`src/rtl/rf_writeback_queue_pkg.sv`:
```
// rfwb_pkg: shared constants and types for the register-file writeback queue.
//   ADDR_W / DATA_W : register address and data widths
//   NUM_REGS        : number of implemented registers (higher addresses are dropped)
//   wb_entry_t      : one queued write {wreg, data}
//   state_t         : flush-drain FSM states
package rfwb_pkg;
  localparam int ADDR_W   = 5;
  localparam int DATA_W   = 32;
  localparam int NUM_REGS = 16;

  typedef struct packed {
    logic [ADDR_W-1:0] wreg;
    logic [DATA_W-1:0] data;
  } wb_entry_t;

  typedef enum logic [1:0] {
    ST_RUN   = 2'd0,
    ST_DRAIN = 2'd1,
    ST_DONE  = 2'd2
  } state_t;
endpackage

```
`src/rtl/rf_writeback_queue_if.sv`:
```
// rf_writeback_queue_if: valid/ready writeback request channel.
//   in_valid : request valid (master -> slave)
//   in_ready : queue can accept (slave -> master)
//   in_reg   : destination register
//   in_data  : data to write
interface rf_writeback_queue_if #(
  parameter int AW = 5,
  parameter int DW = 32
);
  logic          in_valid;
  logic          in_ready;
  logic [AW-1:0] in_reg;
  logic [DW-1:0] in_data;

  modport master (output in_valid, output in_reg, output in_data, input in_ready);
  modport slave  (input in_valid, input in_reg, input in_data, output in_ready);
endinterface

```
`src/rtl/rf_writeback_queue_fifo.sv`:
```
// rfwb_fifo: circular FIFO of pending register writes.
//   clk, rst_n         : clock, async active-low reset (empties the queue)
//   push, push_entry   : enqueue at the tail
//   pop, head          : dequeue from the head; head is valid while count != 0
//   full, count        : occupancy
//   age_valid/age_entry: entries in age order (index 0 = oldest) for forwarding
module rfwb_fifo
  import rfwb_pkg::*;
#(
  parameter int DEPTH = 4
) (
  input  logic                     clk,
  input  logic                     rst_n,
  input  logic                     push,
  input  wb_entry_t                push_entry,
  input  logic                     pop,
  output wb_entry_t                head,
  output logic                     full,
  output logic [$clog2(DEPTH):0]   count,
  output logic [DEPTH-1:0]         age_valid,
  output wb_entry_t                age_entry [DEPTH]
);
  localparam int PW = $clog2(DEPTH);
  localparam int CW = PW + 1;

  wb_entry_t       mem [DEPTH];
  logic [PW-1:0]   wr_ptr;
  logic [PW-1:0]   rd_ptr;
  logic [PW-1:0]   age_idx [DEPTH];

  // Storage needs no reset: count alone defines which slots are live.
  always_ff @(posedge clk) begin
    if (push) mem[wr_ptr] <= push_entry;
  end

  // DEPTH is a power of two, so pointer increments wrap naturally.
  always_ff @(posedge clk or negedge rst_n) begin
    if (!rst_n) begin
      wr_ptr <= '0;
      rd_ptr <= '0;
      count  <= '0;
    end else begin
      if (push) wr_ptr <= wr_ptr + 1'b1;
      if (pop)  rd_ptr <= rd_ptr + 1'b1;
      count <= count + CW'(push) - CW'(pop);
    end
  end

  assign head = mem[rd_ptr];
  assign full = (count == CW'(DEPTH));

  always_comb begin
    for (int i = 0; i < DEPTH; i++) begin
      age_idx[i]   = rd_ptr + PW'(i);
      age_entry[i] = mem[age_idx[i]];
      age_valid[i] = (CW'(i) < count);
    end
  end
endmodule

```
`src/rtl/rf_writeback_queue.sv`:
```
// rf_writeback_queue: buffers register-file writebacks and drains them one per
// cycle into the RF write port, forwarding pending data to decode readers.
//   CLK, RST_N              : clock, async active-low reset
//   req (slave)             : in_valid/in_ready/in_reg/in_data request channel
//   rf_stall                : RF port busy, hold the head
//   RegWre/WriteReg/WriteData : registered RF write port (RF captures on negedge)
//   rs, rt / fwdN_hit, fwdN_data : forwarding of youngest pending write
//   drain_req / drain_done  : flush-drain handshake (done is a one-cycle pulse)
//   count                   : queued entries
//   drop_cnt                : saturating count of dropped requests; built only
//                             when RFWB_DROP_CNT_EN is defined, else tied to 0
module rf_writeback_queue
  import rfwb_pkg::*;
#(
  parameter int DEPTH    = 4,
  parameter int NUM_REGS = rfwb_pkg::NUM_REGS
) (
  input  logic                   CLK,
  input  logic                   RST_N,
  rf_writeback_queue_if.slave    req,
  input  logic                   rf_stall,
  output logic                   RegWre,
  output logic [ADDR_W-1:0]      WriteReg,
  output logic [DATA_W-1:0]      WriteData,
  input  logic [ADDR_W-1:0]      rs,
  input  logic [ADDR_W-1:0]      rt,
  output logic                   fwd1_hit,
  output logic                   fwd2_hit,
  output logic [DATA_W-1:0]      fwd1_data,
  output logic [DATA_W-1:0]      fwd2_data,
  input  logic                   drain_req,
  output logic                   drain_done,
  output logic [$clog2(DEPTH):0] count,
  output logic [7:0]             drop_cnt
);
  state_t          state, state_nxt;
  wb_entry_t       head;
  wb_entry_t       age_entry [DEPTH];
  logic [DEPTH-1:0] age_valid;
  logic            full, accept, in_range, push, pop;

  assign req.in_ready = !full && (state == ST_RUN);
  assign accept       = req.in_valid && req.in_ready;
  assign in_range     = (req.in_reg != '0) && (int'(req.in_reg) < NUM_REGS);
  assign push         = accept && in_range;
  assign pop          = (count != '0) && !rf_stall;

  rfwb_fifo #(.DEPTH(DEPTH)) u_fifo (
    .clk        (CLK),
    .rst_n      (RST_N),
    .push       (push),
    .push_entry ('{wreg: req.in_reg, data: req.in_data}),
    .pop        (pop),
    .head       (head),
    .full       (full),
    .count      (count),
    .age_valid  (age_valid),
    .age_entry  (age_entry)
  );

  always_ff @(posedge CLK or negedge RST_N) begin
    if (!RST_N) begin
      RegWre    <= 1'b0;
      WriteReg  <= '0;
      WriteData <= '0;
    end else if (pop) begin
      RegWre    <= 1'b1;
      WriteReg  <= head.wreg;
      WriteData <= head.data;
    end else begin
      RegWre    <= 1'b0;
    end
  end

  // Search oldest to youngest so later matches override: output stage first,
  // then FIFO head to tail.
  always_comb begin
    fwd1_hit  = 1'b0;
    fwd1_data = '0;
    fwd2_hit  = 1'b0;
    fwd2_data = '0;
    if (RegWre && WriteReg == rs) begin
      fwd1_hit  = 1'b1;
      fwd1_data = WriteData;
    end
    if (RegWre && WriteReg == rt) begin
      fwd2_hit  = 1'b1;
      fwd2_data = WriteData;
    end
    for (int i = 0; i < DEPTH; i++) begin
      if (age_valid[i] && age_entry[i].wreg == rs) begin
        fwd1_hit  = 1'b1;
        fwd1_data = age_entry[i].data;
      end
      if (age_valid[i] && age_entry[i].wreg == rt) begin
        fwd2_hit  = 1'b1;
        fwd2_data = age_entry[i].data;
      end
    end
    // Register 0 is hardwired; never forward it.
    if (rs == '0) begin
      fwd1_hit  = 1'b0;
      fwd1_data = '0;
    end
    if (rt == '0) begin
      fwd2_hit  = 1'b0;
      fwd2_data = '0;
    end
  end

  always_ff @(posedge CLK or negedge RST_N) begin
    if (!RST_N) state <= ST_RUN;
    else        state <= state_nxt;
  end

  always_comb begin
    state_nxt  = state;
    drain_done = 1'b0;
    case (state)
      ST_RUN:   if (drain_req) state_nxt = ST_DRAIN;
      ST_DRAIN: if (count == '0 && !RegWre) state_nxt = ST_DONE;
      ST_DONE: begin
        drain_done = 1'b1;
        state_nxt  = ST_RUN;
      end
      default:  state_nxt = ST_RUN;
    endcase
  end

`ifdef RFWB_DROP_CNT_EN
  logic       drop;
  logic [7:0] drop_q;
  assign drop = accept && !in_range;
  always_ff @(posedge CLK or negedge RST_N) begin
    if (!RST_N)                      drop_q <= '0;
    else if (drop && drop_q != 8'hFF) drop_q <= drop_q + 8'd1;
  end
  assign drop_cnt = drop_q;
`else
  assign drop_cnt = '0;
`endif
endmodule

```
`src/flat_wrapper.sv`:
```
// flat-port wrapper written by rule: the top's interface ports become plain ports
module rf_writeback_queue_flat import rfwb_pkg::*;
#(
  parameter int DEPTH    = 4,
  parameter int NUM_REGS = rfwb_pkg::NUM_REGS
)
  (CLK, RST_N, rf_stall, RegWre, WriteReg, WriteData, rs, rt, fwd1_hit, fwd2_hit, fwd1_data, fwd2_data, drain_req, drain_done, count, drop_cnt, req_in_valid, req_in_reg, req_in_data, req_in_ready);
  rf_writeback_queue_if #(.AW(ADDR_W), .DW(DATA_W)) req_i ();
  input  logic CLK;
  input  logic RST_N;
  input  logic rf_stall;
  output logic RegWre;
  output logic [ADDR_W-1:0] WriteReg;
  output logic [DATA_W-1:0] WriteData;
  input  logic [ADDR_W-1:0] rs;
  input  logic [ADDR_W-1:0] rt;
  output logic fwd1_hit;
  output logic fwd2_hit;
  output logic [DATA_W-1:0] fwd1_data;
  output logic [DATA_W-1:0] fwd2_data;
  input  logic drain_req;
  output logic drain_done;
  output logic [$clog2(DEPTH):0] count;
  output logic [7:0] drop_cnt;
  input wire logic [$bits(req_i.in_valid)-1:0] req_in_valid;
  input wire logic [$bits(req_i.in_reg)-1:0] req_in_reg;
  input wire logic [$bits(req_i.in_data)-1:0] req_in_data;
  output wire logic [$bits(req_i.in_ready)-1:0] req_in_ready;
  assign req_i.in_valid = req_in_valid;
  assign req_i.in_reg = req_in_reg;
  assign req_i.in_data = req_in_data;
  assign req_in_ready = req_i.in_ready;
  rf_writeback_queue #(.DEPTH(DEPTH), .NUM_REGS(NUM_REGS)) u_core (.CLK(CLK), .RST_N(RST_N), .req(req_i), .rf_stall(rf_stall), .RegWre(RegWre), .WriteReg(WriteReg), .WriteData(WriteData), .rs(rs), .rt(rt), .fwd1_hit(fwd1_hit), .fwd2_hit(fwd2_hit), .fwd1_data(fwd1_data), .fwd2_data(fwd2_data), .drain_req(drain_req), .drain_done(drain_done), .count(count), .drop_cnt(drop_cnt));
endmodule
```
`config.mk`:
```
export PLATFORM = sky130hd
export DESIGN_NAME = rf_writeback_queue_flat
export DESIGN_NICKNAME = d
export VERILOG_FILES = /design/src/rtl/rf_writeback_queue_pkg.sv /design/src/rtl/rf_writeback_queue_if.sv /design/src/rtl/rf_writeback_queue_fifo.sv /design/src/rtl/rf_writeback_queue.sv /design/src/flat_wrapper.sv
export SDC_FILE = /design/constraint.sdc
export NUM_CORES = 1
export LEC_CHECK = 0
export CAP_MARGIN = 30
export CORE_UTILIZATION = 40
export DETAILED_ROUTE_END_ITERATION = 8
export GPL_TIMING_DRIVEN = 0
export RECOVER_POWER = 25
export SYNTH_ARGS = -nofsm -noshare
export SYNTH_HDL_FRONTEND = slang
export SYNTH_SLANG_ARGS = --single-unit
```
`constraint.sdc`:
```
create_clock -name CLK -period 3.26 [get_ports CLK]
set_input_delay 0.326 -clock CLK [delete_from_list [all_inputs] [get_ports CLK]]
set_output_delay 0.326 -clock CLK [all_outputs]
set_load 0.01 [all_outputs]
```
==> metrics.txt <==
sequential share of the synthesized area=0.420; setup TNS=-25.64 ns; WL/cell=25.9 um; # diodes=0; Die Ht=185 um; Layout Skew=0.00763 ns; busiest grt layer=met2; Final Hold Vio Count=0; Setup-failing EPs final=66; Util after Layout=0.534; Final min period=3.77 ns; CTS root buffer=clkbuf_16; Critical Path AT=3.45 ns; largest net degree at the start of global routing=29; leakage=6.24 nW; met3 track demand over resource=0.0499; mean cell area of the mapped netlist=11.8 um2; # DRC=0; GR Util met1=0.373; status=complete, but fails checks; Ys Warns=0; H-tree depth=4; via count=11400; final std cells w/o fill=1810; Max Slew Vio Count=0; Post-Syn Area=13400 um2; RSZ-0062 raised after global routing=yes; Slew Limit Headroom=0.424; Reg clk slew, reported paths=0.07 ns; max cap viols=0; Num CTS Buffers=17; # clock sinks=195; die area=34200 um2; total core area=32700 um2; Worst Setup End Kind=output pin; top_reg_cell synth=edfxtp_1; grt met2 use=0.432; Post-DRT Antenna Nets=0; initial antenna violation count=0; peak supply drop=0.577 mV; Hold WS=0.450 ns; failing checks=negative setup slack; # port buffers=150; Placed Cells=1745; first-pass GRT wire length=68600 um; Final Instance Area=17500 um2; maximum clock path buffer count=2; layout cells sized above 1=0.376; Starting Density=0.409; initial DRC count=1446; Startpoint Class=flop; Worst-Margin Slew=0.864 ns; vias in the first global route=11200; Post-DP Area=15600 um2; fraction of the cycle the final worst path needs=1.16; Total GRT Usage=0.275; net count reported at finish=1416; CTS tree=done; Vias/cell=6.28; Crit Path Class=reg2out; Critical Path RT=2.93 ns; Die W=185 um; Placer Congestion=0.916; fmax=265 MHz; Post-synth EDFFs=148; P per Cell Area=853 nW/um2; post-synthesis register bit count=195; final setup margin=-0.513 ns; row cnt=66; Pre-antenna DRT Iters=7; synth unique cells=52; Post-Synthesis Cells=1138; Top Ports=169; Layout area overhead=30.6%; CP Max Fanout=10; asr flop ratio synth=0.241; worst hold path type=in2reg; Final HPWL DP=32800 um; grt ovf=0; total power=14.9 mW; pre-CTS setup slack=-1.03 ns; final wirelength=46900 um; clk_lat worst skew=0.45 ns
[cells in the final DEF (no fill, tap or decap), types with 28 or more instances in the layout]
cell             Yosys  final
a21oi_1             34     34
a22oi_1             64     42
a311oi_1            33     28
buf_2               36     79
buf_4               13     43
clkbuf_1            63     36
clkdlybuf4s50_1      0     55
dfrtp_1             47     46
dlygate4sd3_1        0     29
edfxtp_1           148    148
inv_1               43     43
mux2_2              33     33
mux2i_1             36     35
mux4_2              83     83
nand2_1             83     82
nor2_1              73     67
nor3_1              35     33
o21ai_0             67     67
o31ai_4              0     29
xnor2_1             32     29
[what timing repair did]
action | in CTS | in global routing
gates resized for setup | 397 | 152
endpoints found under the setup margin | 66 | 66
pin swaps | 41 | 34
buffers inserted | 19 | 10
hold endpoints to repair | 27 | 0
hold buffers | 1 | 0
cloned | 0 | 5
[report_power, final]
group	internal (mW)	leakage (nW)	total, mW	switching (mW)
Combinational	4.03	4.08	9.33	5.31
Clock	0.997	0.268	2.01	1.01
Sequential	3.03	1.89	3.56	0.530
[per-layer routing]
| layer | share of wire | wire length (um) | vias up |
|---|---|---|---|
| li1 | - | - | 4891 |
| met1 | 0.41 | 19300 | 5673 |
| met2 | 0.47 | 22000 | 682 |
| met3 | 0.087 | 4060 | 116 |
| met4 | 0.034 | 1580 | 0 |
| met5 | 0 | 0 | - |
[cell type report]
class | count | area, um2
fill | 2854 | 15200
tap | 442 | 553
inverter | 43 | 161
buffer | 124 | 927
sequential | 195 | 5620
clock inverter | 15 | 121
timing repair buffer | 193 | 1690
multi-input combinational | 781 | 7970
clock buffer | 17 | 425
[worst paths after layout]
| check | end | cells after the start | slack (ns) | from |
|---|---|---|---|---|
| max in group asynchronous | u_core.u_fifo.rd_ptr[0] | 3 | 2.19 | RST_N |
| min in group asynchronous | u_core.u_fifo.wr_ptr[1] | 2 | 0.48 | RST_N |
| hold reg to reg | u_core.state[0] | 1 | 0.47 | u_core.state[1] |
| setup / recovery | fwd1_data[1] | 12 | -0.51 | u_core.u_fifo.rd_ptr[0] |
| setup reg to reg | u_core.u_fifo.count[2] | 10 | 0.29 | u_core.u_fifo.count[1] |
| hold / removal | u_core.state[0] | 3 | 0.45 | drain_req |
[registers in the layout, summed over array words and instances (netlist names)]
signal,flops
u_core.RegWre,1
u_core.u_fifo.count,3
u_core.u_fifo.mem,148
u_core.state,2
u_core.WriteData,32
u_core.u_fifo.rd_ptr,2
u_core.WriteReg,5
u_core.u_fifo.wr_ptr,2
[cells by family (layout without fill, tap and decap cells)]
| group | after synthesis | count (layout) | share of synthesized area |
|---|---|---|---|
| simple gates | 260 | 260 | 0.101 |
| flops | 195 | 195 | 0.420 |
| buf+inv | 169 | 392 | 0.0589 |
| other cells | 1 | 8 | 0.000280 |
| compound gates | 298 | 298 | 0.179 |
| mux | 152 | 152 | 0.195 |
| xor+xnor | 54 | 54 | 0.0371 |
| fa+ha+maj | 9 | 9 | 0.00898 |
[critical path: stages, from the launching register on]
cell and delay (ns):
dfrtp_2 0.42, buf_8 0.15, buf_4 0.12, mux4_2 0.59, xor2_1 0.19, nor3_2 0.25
nand3_4 0.16, nor2_4 0.19, buf_4 0.15, buf_8 0.14, a311oi_1 0.07, o31ai_2 0.33
buf_2 0.20
[cells in the mapped netlist, types with 2 or more instances]
cell / number / share of area
a21oi_1: 34 / 0.013
a221oi_1: 3 / 0.0020
a221oi_2: 29 / 0.033
a22oi_1: 64 / 0.036
a311oi_1: 33 / 0.022
and2_1: 4 / 0.0019
buf_1: 6 / 0.0017
buf_2: 36 / 0.013
buf_4: 13 / 0.0073
buf_6: 8 / 0.0067
clkbuf_1: 63 / 0.018
dfrtp_1: 47 / 0.088
edfxtp_1: 148 / 0.33
ha_1: 8 / 0.0075
inv_1: 43 / 0.012
mux2_2: 33 / 0.028
mux2i_1: 36 / 0.027
mux4_2: 83 / 0.14
nand2_1: 83 / 0.023
nand3_1: 2 / 0.00075
nand4_1: 4 / 0.0019
nor2_1: 73 / 0.020
nor2b_1: 2 / 0.00094
nor3_1: 35 / 0.013
nor3_2: 2 / 0.0015
nor3_4: 2 / 0.0024
nor4_1: 7 / 0.0033
nor4b_1: 33 / 0.022
o21ai_0: 67 / 0.025
o31ai_1: 35 / 0.020
o31ai_2: 29 / 0.027
or4_1: 2 / 0.0011
xnor2_1: 32 / 0.021
xnor2_2: 3 / 0.0036
xor2_1: 19 / 0.012
Power figures use the tool's default switching activity.
